<file path="config.mk">
export PLATFORM = sky130hd
export DESIGN_NAME = mem_controller
export DESIGN_NICKNAME = d
export VERILOG_FILES = /design/src/rtl/mem_controller.sv
export SDC_FILE = /design/constraint.sdc
export NUM_CORES = 1
export LEC_CHECK = 0
export BUFFER_PORTS_ARGS = -buffer_cell sky130_fd_sc_hd__clkbuf_2
export CAP_MARGIN = 0
export CORE_AREA = 2 2 178 145
export CTS_CLUSTER_DIAMETER = 80
export DETAILED_ROUTE_END_ITERATION = 6
export DIE_AREA = 0 0 180 147
export MAX_ROUTING_LAYER = met4
export PLACE_DENSITY = 0.82
export RECOVER_POWER = 25
export REMOVE_ABC_BUFFERS = 1
export SYNTH_ARGS = -nofsm -noshare
export SYNTH_HDL_FRONTEND = slang
export SYNTH_SLANG_ARGS = --single-unit
</file>
<file path="constraint.sdc">
create_clock -name clk -period 2.58 [get_ports clk]
set_clock_uncertainty 0.05 [all_clocks]
set_input_delay 0.129 -clock clk [delete_from_list [all_inputs] [get_ports clk]]
set_output_delay 0.129 -clock clk [all_outputs]
set_load 0.02 [all_outputs]
</file>
<file path="src/rtl/mem_controller.sv">
// Byte-wide RAM/IO bus owner: arbitrates committed stores, LSB loads and instruction fetch,
// serialising each access into byte beats and assembling/extending read data.

`ifndef XLEN
`define XLEN 32
`endif
`ifndef INST_OP_WIDTH
`define INST_OP_WIDTH 6
`endif
`ifndef ROB_SIZE_WIDTH
`define ROB_SIZE_WIDTH 4
`endif

module mem_controller #(
  parameter logic [`XLEN-1:0] IO_ADDR_LO = 32'h30000,
  parameter logic [`XLEN-1:0] IO_ADDR_HI = 32'h30004
) (
  input  logic                       clk,
  input  logic                       rst_n,
  input  logic                       rdy,
  input  logic                       flush,
  input  logic                       io_buffer_full,
  input  logic [7:0]                 mem_din,
  output logic [7:0]                 mem_dout,
  output logic [`XLEN-1:0]           mem_a,
  output logic                       mem_wr,
  input  logic                       rob_mem_enable,
  input  logic [`INST_OP_WIDTH-1:0]  rob_mem_op,
  input  logic [`XLEN-1:0]           rob_mem_addr,
  input  logic [`XLEN-1:0]           rob_mem_val,
  input  logic                       lsb_req,
  input  logic [`INST_OP_WIDTH-1:0]  lsb_op,
  input  logic [`XLEN-1:0]           lsb_addr,
  input  logic [`ROB_SIZE_WIDTH-1:0] lsb_id,
  input  logic                       if_req,
  input  logic [`XLEN-1:0]           if_addr,
  output logic                       mem_busy,
  output logic                       mem_data_ready,
  output logic [`XLEN-1:0]           mem_data,
  output logic [`ROB_SIZE_WIDTH-1:0] mem_id,
  output logic                       if_ready,
  output logic [31:0]                if_inst
);

  localparam int unsigned OpW = `INST_OP_WIDTH;
  localparam int unsigned AW  = `XLEN;
  localparam int unsigned IdW = `ROB_SIZE_WIDTH;

  localparam logic [OpW-1:0] OpLb  = OpW'(0);
  localparam logic [OpW-1:0] OpLh  = OpW'(1);
  localparam logic [OpW-1:0] OpLw  = OpW'(2);
  localparam logic [OpW-1:0] OpLbu = OpW'(3);
  localparam logic [OpW-1:0] OpLhu = OpW'(4);
  localparam logic [OpW-1:0] OpSb  = OpW'(5);
  localparam logic [OpW-1:0] OpSh  = OpW'(6);
  localparam logic [OpW-1:0] OpSw  = OpW'(7);

  typedef enum logic [1:0] {StIdle, StStore, StLoad, StFetch} state_e;

  state_e         state_q, state_d;
  logic [2:0]     cnt_q, cnt_d;
  logic [2:0]     len_q, len_d;
  logic [AW-1:0]  base_q, base_d;
  logic [OpW-1:0] op_q, op_d;
  logic [IdW-1:0] id_q, id_d;
  logic [31:0]    data_q, data_d;

  logic           pend_valid_q, pend_valid_d;
  logic [OpW-1:0] pend_op_q, pend_op_d;
  logic [AW-1:0]  pend_addr_q, pend_addr_d;
  logic [AW-1:0]  pend_val_q, pend_val_d;

  logic           rd_ready_q, rd_ready_d;
  logic [AW-1:0]  rd_data_q, rd_data_d;
  logic [IdW-1:0] rd_id_q, rd_id_d;
  logic           if_ready_q, if_ready_d;
  logic [31:0]    if_inst_q, if_inst_d;

  logic        grant_ok;
  logic        store_ok, load_ok, fetch_ok;
  logic        pend_is_io;
  logic [31:0] word;

  function automatic logic [2:0] op_len(input logic [OpW-1:0] op);
    logic [2:0] l;
    l = 3'd4;
    if (op == OpLb || op == OpLbu || op == OpSb) l = 3'd1;
    if (op == OpLh || op == OpLhu || op == OpSh) l = 3'd2;
    return l;
  endfunction

  function automatic logic [AW-1:0] extend(input logic [OpW-1:0] op, input logic [31:0] w);
    logic [AW-1:0] r;
    r = AW'(w);
    if (op == OpLb)  r = AW'({{24{w[7]}}, w[7:0]});
    if (op == OpLbu) r = AW'({24'd0, w[7:0]});
    if (op == OpLh)  r = AW'({{16{w[15]}}, w[15:0]});
    if (op == OpLhu) r = AW'({16'd0, w[15:0]});
    return r;
  endfunction

  // IO stores must wait until the IO buffer can take the byte.
  assign pend_is_io = (pend_addr_q == IO_ADDR_LO) || (pend_addr_q == IO_ADDR_HI);
  assign store_ok   = pend_valid_q && !(pend_is_io && io_buffer_full);
  // The finishing requester still holds its request until it sees its pulse; mask it out.
  assign load_ok    = lsb_req && !flush && !rd_ready_q && (state_q != StLoad);
  assign fetch_ok   = if_req && !flush && !if_ready_q && (state_q != StFetch);

  always_ff @(posedge clk or negedge rst_n) begin
    if (!rst_n) begin
      state_q      <= StIdle;
      cnt_q        <= '0;
      len_q        <= '0;
      base_q       <= '0;
      op_q         <= '0;
      id_q         <= '0;
      data_q       <= '0;
      pend_valid_q <= 1'b0;
      pend_op_q    <= '0;
      pend_addr_q  <= '0;
      pend_val_q   <= '0;
      rd_ready_q   <= 1'b0;
      rd_data_q    <= '0;
      rd_id_q      <= '0;
      if_ready_q   <= 1'b0;
      if_inst_q    <= '0;
    end else if (rdy) begin
      state_q      <= state_d;
      cnt_q        <= cnt_d;
      len_q        <= len_d;
      base_q       <= base_d;
      op_q         <= op_d;
      id_q         <= id_d;
      data_q       <= data_d;
      pend_valid_q <= pend_valid_d;
      pend_op_q    <= pend_op_d;
      pend_addr_q  <= pend_addr_d;
      pend_val_q   <= pend_val_d;
      rd_ready_q   <= rd_ready_d;
      rd_data_q    <= rd_data_d;
      rd_id_q      <= rd_id_d;
      if_ready_q   <= if_ready_d;
      if_inst_q    <= if_inst_d;
    end
  end

  always_comb begin
    state_d      = state_q;
    cnt_d        = cnt_q;
    len_d        = len_q;
    base_d       = base_q;
    op_d         = op_q;
    id_d         = id_q;
    data_d       = data_q;
    pend_valid_d = pend_valid_q;
    pend_op_d    = pend_op_q;
    pend_addr_d  = pend_addr_q;
    pend_val_d   = pend_val_q;
    rd_ready_d   = 1'b0;
    rd_data_d    = rd_data_q;
    rd_id_d      = rd_id_q;
    if_ready_d   = 1'b0;
    if_inst_d    = if_inst_q;
    grant_ok     = 1'b0;

    // Byte cnt-1 arrives on mem_din in this cycle.
    word = data_q;
    for (int i = 0; i < 4; i++) begin
      if (cnt_q == 3'(i + 1)) word[8*i +: 8] = mem_din;
    end

    unique case (state_q)
      StIdle: grant_ok = 1'b1;
      StStore: begin
        if (cnt_q == len_q - 3'd1) begin
          state_d = StIdle;
          cnt_d   = '0;
        end else begin
          cnt_d = cnt_q + 3'd1;
        end
      end
      StLoad, StFetch: begin
        if (flush) begin
          state_d = StIdle;
          cnt_d   = '0;
        end else if (cnt_q == len_q) begin
          state_d  = StIdle;
          cnt_d    = '0;
          grant_ok = 1'b1;
          if (state_q == StLoad) begin
            rd_ready_d = 1'b1;
            rd_data_d  = extend(op_q, word);
            rd_id_d    = id_q;
          end else begin
            if_ready_d = 1'b1;
            if_inst_d  = word;
          end
        end else begin
          cnt_d  = cnt_q + 3'd1;
          data_d = word;
        end
      end
      default: ;
    endcase

    if (grant_ok) begin
      if (store_ok) begin
        state_d      = StStore;
        cnt_d        = '0;
        len_d        = op_len(pend_op_q);
        base_d       = pend_addr_q;
        data_d       = pend_val_q[31:0];
        pend_valid_d = 1'b0;
      end else if (load_ok) begin
        state_d = StLoad;
        cnt_d   = '0;
        len_d   = op_len(lsb_op);
        base_d  = lsb_addr;
        op_d    = lsb_op;
        id_d    = lsb_id;
        data_d  = '0;
      end else if (fetch_ok) begin
        state_d = StFetch;
        cnt_d   = '0;
        len_d   = 3'd4;
        base_d  = if_addr;
        op_d    = OpLw;
        data_d  = '0;
      end
    end

    if (rob_mem_enable) begin
      pend_valid_d = 1'b1;
      pend_op_d    = rob_mem_op;
      pend_addr_d  = rob_mem_addr;
      pend_val_d   = rob_mem_val;
    end
  end

  always_comb begin
    mem_a    = '0;
    mem_dout = '0;
    mem_wr   = 1'b0;
    unique case (state_q)
      StStore: begin
        mem_a    = base_q + AW'(cnt_q);
        mem_dout = 8'(data_q >> {cnt_q[1:0], 3'b000});
        mem_wr   = rdy;
      end
      StLoad, StFetch: begin
        // Final sampling cycle carries no address so IO ports are never left on the bus.
        if (cnt_q != len_q) mem_a = base_q + AW'(cnt_q);
      end
      default: ;
    endcase
  end

  assign mem_busy       = pend_valid_q | rob_mem_enable | (state_q == StStore);
  assign mem_data_ready = rd_ready_q;
  assign mem_data       = rd_data_q;
  assign mem_id         = rd_id_q;
  assign if_ready       = if_ready_q;
  assign if_inst        = if_inst_q;

  logic unused_ops;
  assign unused_ops = ^{OpSw};

endmodule

</file>
==> flow_summary_export.csv <==
group,metric,value,unit
finish,final_nets,1594,
critical_path,worstRegToRegCells,6,
floorplan,dieArea,26500,um^2
pwr,p_leak,7.66,nW
run,maxCapViolations,2,
pwr,power,0.0175,W
critical_path,worstSetupStartpoint,"base_q[10]",
clocking,cts_tree,"yes",
sta,slew_viol_final,101,
synth,synth_edf_count,0,
finish,ff_latch_area,5580,um^2
clocking,numCtsBuffers,25,
sta,hold_ws,0.00953,ns
sta,maxSlewHeadroom,-0.168,
critical_path,crit_arrival,2.77,ns
floorplan,fp.dieH,147,um
sta,finalWorstSetupSlack,-0.371,ns
placement,io_buffers,271,
critical_path,endpoint,"mem_a[19]",
finish,multi_input_area,6040,um^2
synth,netlist_instances,1025,
sta,period_minus_slack,2.95,ns
status,failed_checks,"max-capacitance violations, max-slew violations, negative setup slack",
floorplan,start_util,0.470,
grt,grt_pass1_vias,9984,
clocking,htreeDepth,1,
clocking,cts.reportedPaths.clkPinSlew,0.06,ns
status,status,"finished, violations left",
finish,final_area,16000,um^2
sta,worst_pin_slew,1.75,ns
placement,hpwl,24400,um
grt,grt_max_degree,69,
placement,gp_congestion,0.977,
clocking,clock_sinks,223,
synth,synth-warning-count,0,
min_path,worstHoldPathCells,4,
synth,synth-seq-area-share,0.479,
pwr,cellPowerDensity,1090,nW/um^2
synth,ys_types,65,
sta,setup_viol,28,
critical_path,slowest_stage,"or4_4",
critical_path,path_max_fanout,4,
floorplan,core_area,24800,um^2
synth,netlist_top_cells_count,"dfrtp_1 (223), mux2_2 (147), mux2i_1 (83), nor2_1 (74), o21ai_0 (74)",
critical_path,path_cells,"nand4_1 > buf_4 > or4_4 > nor4bb_2 > xnor2_1 > nor2_1 > buf_2",
synth,synth.avg_cell_area,11.4,um^2
detailed_routing,wl,38200,um
placement,dpl_cell_area,13600,um^2
synth,synth_area,11700,um^2
critical_path,cp-end-kind,"output port",
critical_path,slowest_delay,0.55,ns
detailed_routing,ant_nets,0,
finish,layout.cells.non_filler,1767,
synth,synth-main-ff-cell,"dfrtp_1",
critical_path,r2r_start,"pend_addr_q[31]",
min_path,hold_class,"in2reg",
finish,fill_cells,1758,
synth,synth_top_area_share,0.479,
critical_path,crit_family,"simple AND/OR/NAND/NOR gates",
detailed_routing,drt-initial-drc-count,913,
clocking,clkLatencyLatePin,0.53,ns
finish,drive_gt1_frac,0.413,
synth,yosysTopAreaCell,"dfrtp_1",
detailed_routing,dr_total_vias,10300,
grt,track_usage,0.273,
critical_path,criticalPathCategory,"reg2out",
floorplan,ios,272,
placement,placedCellCount,1598,
critical_path,cp_data_required_time,2.40,ns
grt,antenna_found_initial,2,
grt,grt-ovfl-total,0,
finish,final_core_util,0.647,
clocking,cts_max_path_buffers,3,
sta,post-route-period-util,1.14,
critical_path,start_kind,"flop",
floorplan,die_w,180,um
critical_path,crit_cells,7,
synth,ys_top_cells_by_area,"dfrtp_1 (48%), mux2_2 (14%), mux2i_1 (7.1%)",
detailed_routing,drtPass1Iterations,6,
detailed_routing,viasPerCell,5.84,
sta,finalHoldViolations,0,
critical_path,r2r_end,"base_q[11]",
grt,grt_pass1_wl,55700,um
clocking,root_buffer,"clkbuf_16",
critical_path,reg2reg_slack,0.06,ns
floorplan,row_count,52,
synth,yosysMostFrequentCell,"dfrtp_1",
critical_path,path_buf_inv,2,
synth,synthArstFlopShare,1.00,
sta,rsz0062_at_grt,"true",
detailed_routing,wl_per_cell,21.6,um
detailed_routing,route.detailed.drc,0,
sta,max_freq,339,MHz
pwr,peakVddDrop,511,uV
finish,area_growth,37.5,%
synth,synth-seq-cells,223,
## per-layer routing
layer | vias up | track usage | share of wire
met5 | - | - | 0
li1 | 4527 | - | -
met4 | 0 | 0.104 | 0.044
met1 | 5073 | 0.378 | 0.42
met3 | 150 | 0.0397 | 0.073
met2 | 567 | 0.410 | 0.47
## state kept, by name (all words and copies together), names as in the netlist, 4 cells and up
signal,flops
if_inst,32
pend_val_q,32
base_q,32
pend_addr_q,32
op_q,6
pend_op_q,6
id_q,4
mem_data,32
mem_id,4
data_q,32
## cells by family after synthesis
family,synth area share
and+or+nand+nor,0.0981
muxes,0.236
adders and majority gates,0.0114
buffers and inverters,0.0320
DFF,0.479
xor gates and xnor gates,0.0268
AOI/OAI and AO/OA,0.117
## power breakdown
part	switching [W]	total, W	internal, W
Combinational	0.00446	0.00803	0.00357
Clock	0.00147	0.00379	0.00233
Sequential	0.00108	0.00566	0.00458
Total	0.00701	0.0175	0.0105
## worst min-delay path, stage by stage
cell and delay [ns]:
clkbuf_2 0.08, mux2_2 0.14, mux2i_1 0.06, mux2i_1 0.12
## timing repair
| action | in CTS | in global routing |
|---|---|---|
| setup endpoints to repair | 22 | 33 |
| endpoints found under the hold margin | 215 | 0 |
| buffers inserted | 12 | 13 |
| gates cloned | 1 | 1 |
| hold buffers | 97 | 0 |
| pin swaps | 8 | 25 |
| resized for setup | 31 | 93 |
## worst min path at each step
stage	slack (ns)	to	start
after floorplan	-0.22	base_q[0]	rst_n
after global routing	0.03	base_q[5]	if_addr[5]
after global placement	0.07	pend_val_q[21]	rst_n
final	0.01	base_q[5]	if_addr[5]
after detailed placement	0.07	pend_val_q[21]	rst_n
after CTS	0.006	base_q[5]	lsb_addr[5]
## layout by cell type, fill, tap and decap left out, types with 6 or more instances in the layout
| cell | netlist | final |
|---|---|---|
| nand4_1 | 6 | 6 |
| clkbuf_1 | 33 | 6 |
| nor2b_1 | 16 | 15 |
| dlygate4sd3_1 | 0 | 97 |
| mux2i_1 | 83 | 83 |
| xnor2_2 | 0 | 6 |
| a211oi_1 | 10 | 8 |
| mux2_2 | 147 | 146 |
| buf_4 | 4 | 70 |
| a21o_1 | 11 | 11 |
| inv_1 | 26 | 25 |
| dfrtp_1 | 223 | 223 |
| nor2_1 | 74 | 72 |
| buf_12 | 0 | 8 |
| clkbuf_2 | 0 | 243 |
| nor4_4 | 1 | 7 |
| and2_1 | 17 | 17 |
| buf_6 | 1 | 8 |
| xor2_1 | 7 | 7 |
| clkbuf_16 | 0 | 25 |
| xnor2_1 | 26 | 20 |
| a22o_1 | 21 | 21 |
| ha_1 | 9 | 7 |
| nand3_1 | 8 | 7 |
| nor3_4 | 0 | 6 |
| nand2_1 | 35 | 34 |
| a22oi_1 | 32 | 32 |
| a21oi_1 | 39 | 37 |
| o21ai_0 | 74 | 72 |
| mux4_2 | 8 | 8 |
## per-stage QoR
step                      setup TNS (ns)  setup slack, ns
final                              -6.64           -0.371
after global routing              -10.91           -0.461
after CTS                          -3.47           -0.200
after detailed placement               0           0.0887
after global placement                 0            0.133
after floorplan                   -40.13           -0.552
## area by class of cell
class / instances / share of cell area
multi-input combinational: 713 / 0.376
clock buffer: 35 / 0.0445
antenna: 2 / 0.000312
sequential: 223 / 0.348
clock inverter: 9 / 0.00991
inverter: 27 / 0.00632
tap: 324 / 0.0253
timing repair buffer: 434 / 0.189
No activity file was read; power rests on OpenSTA's default activity.
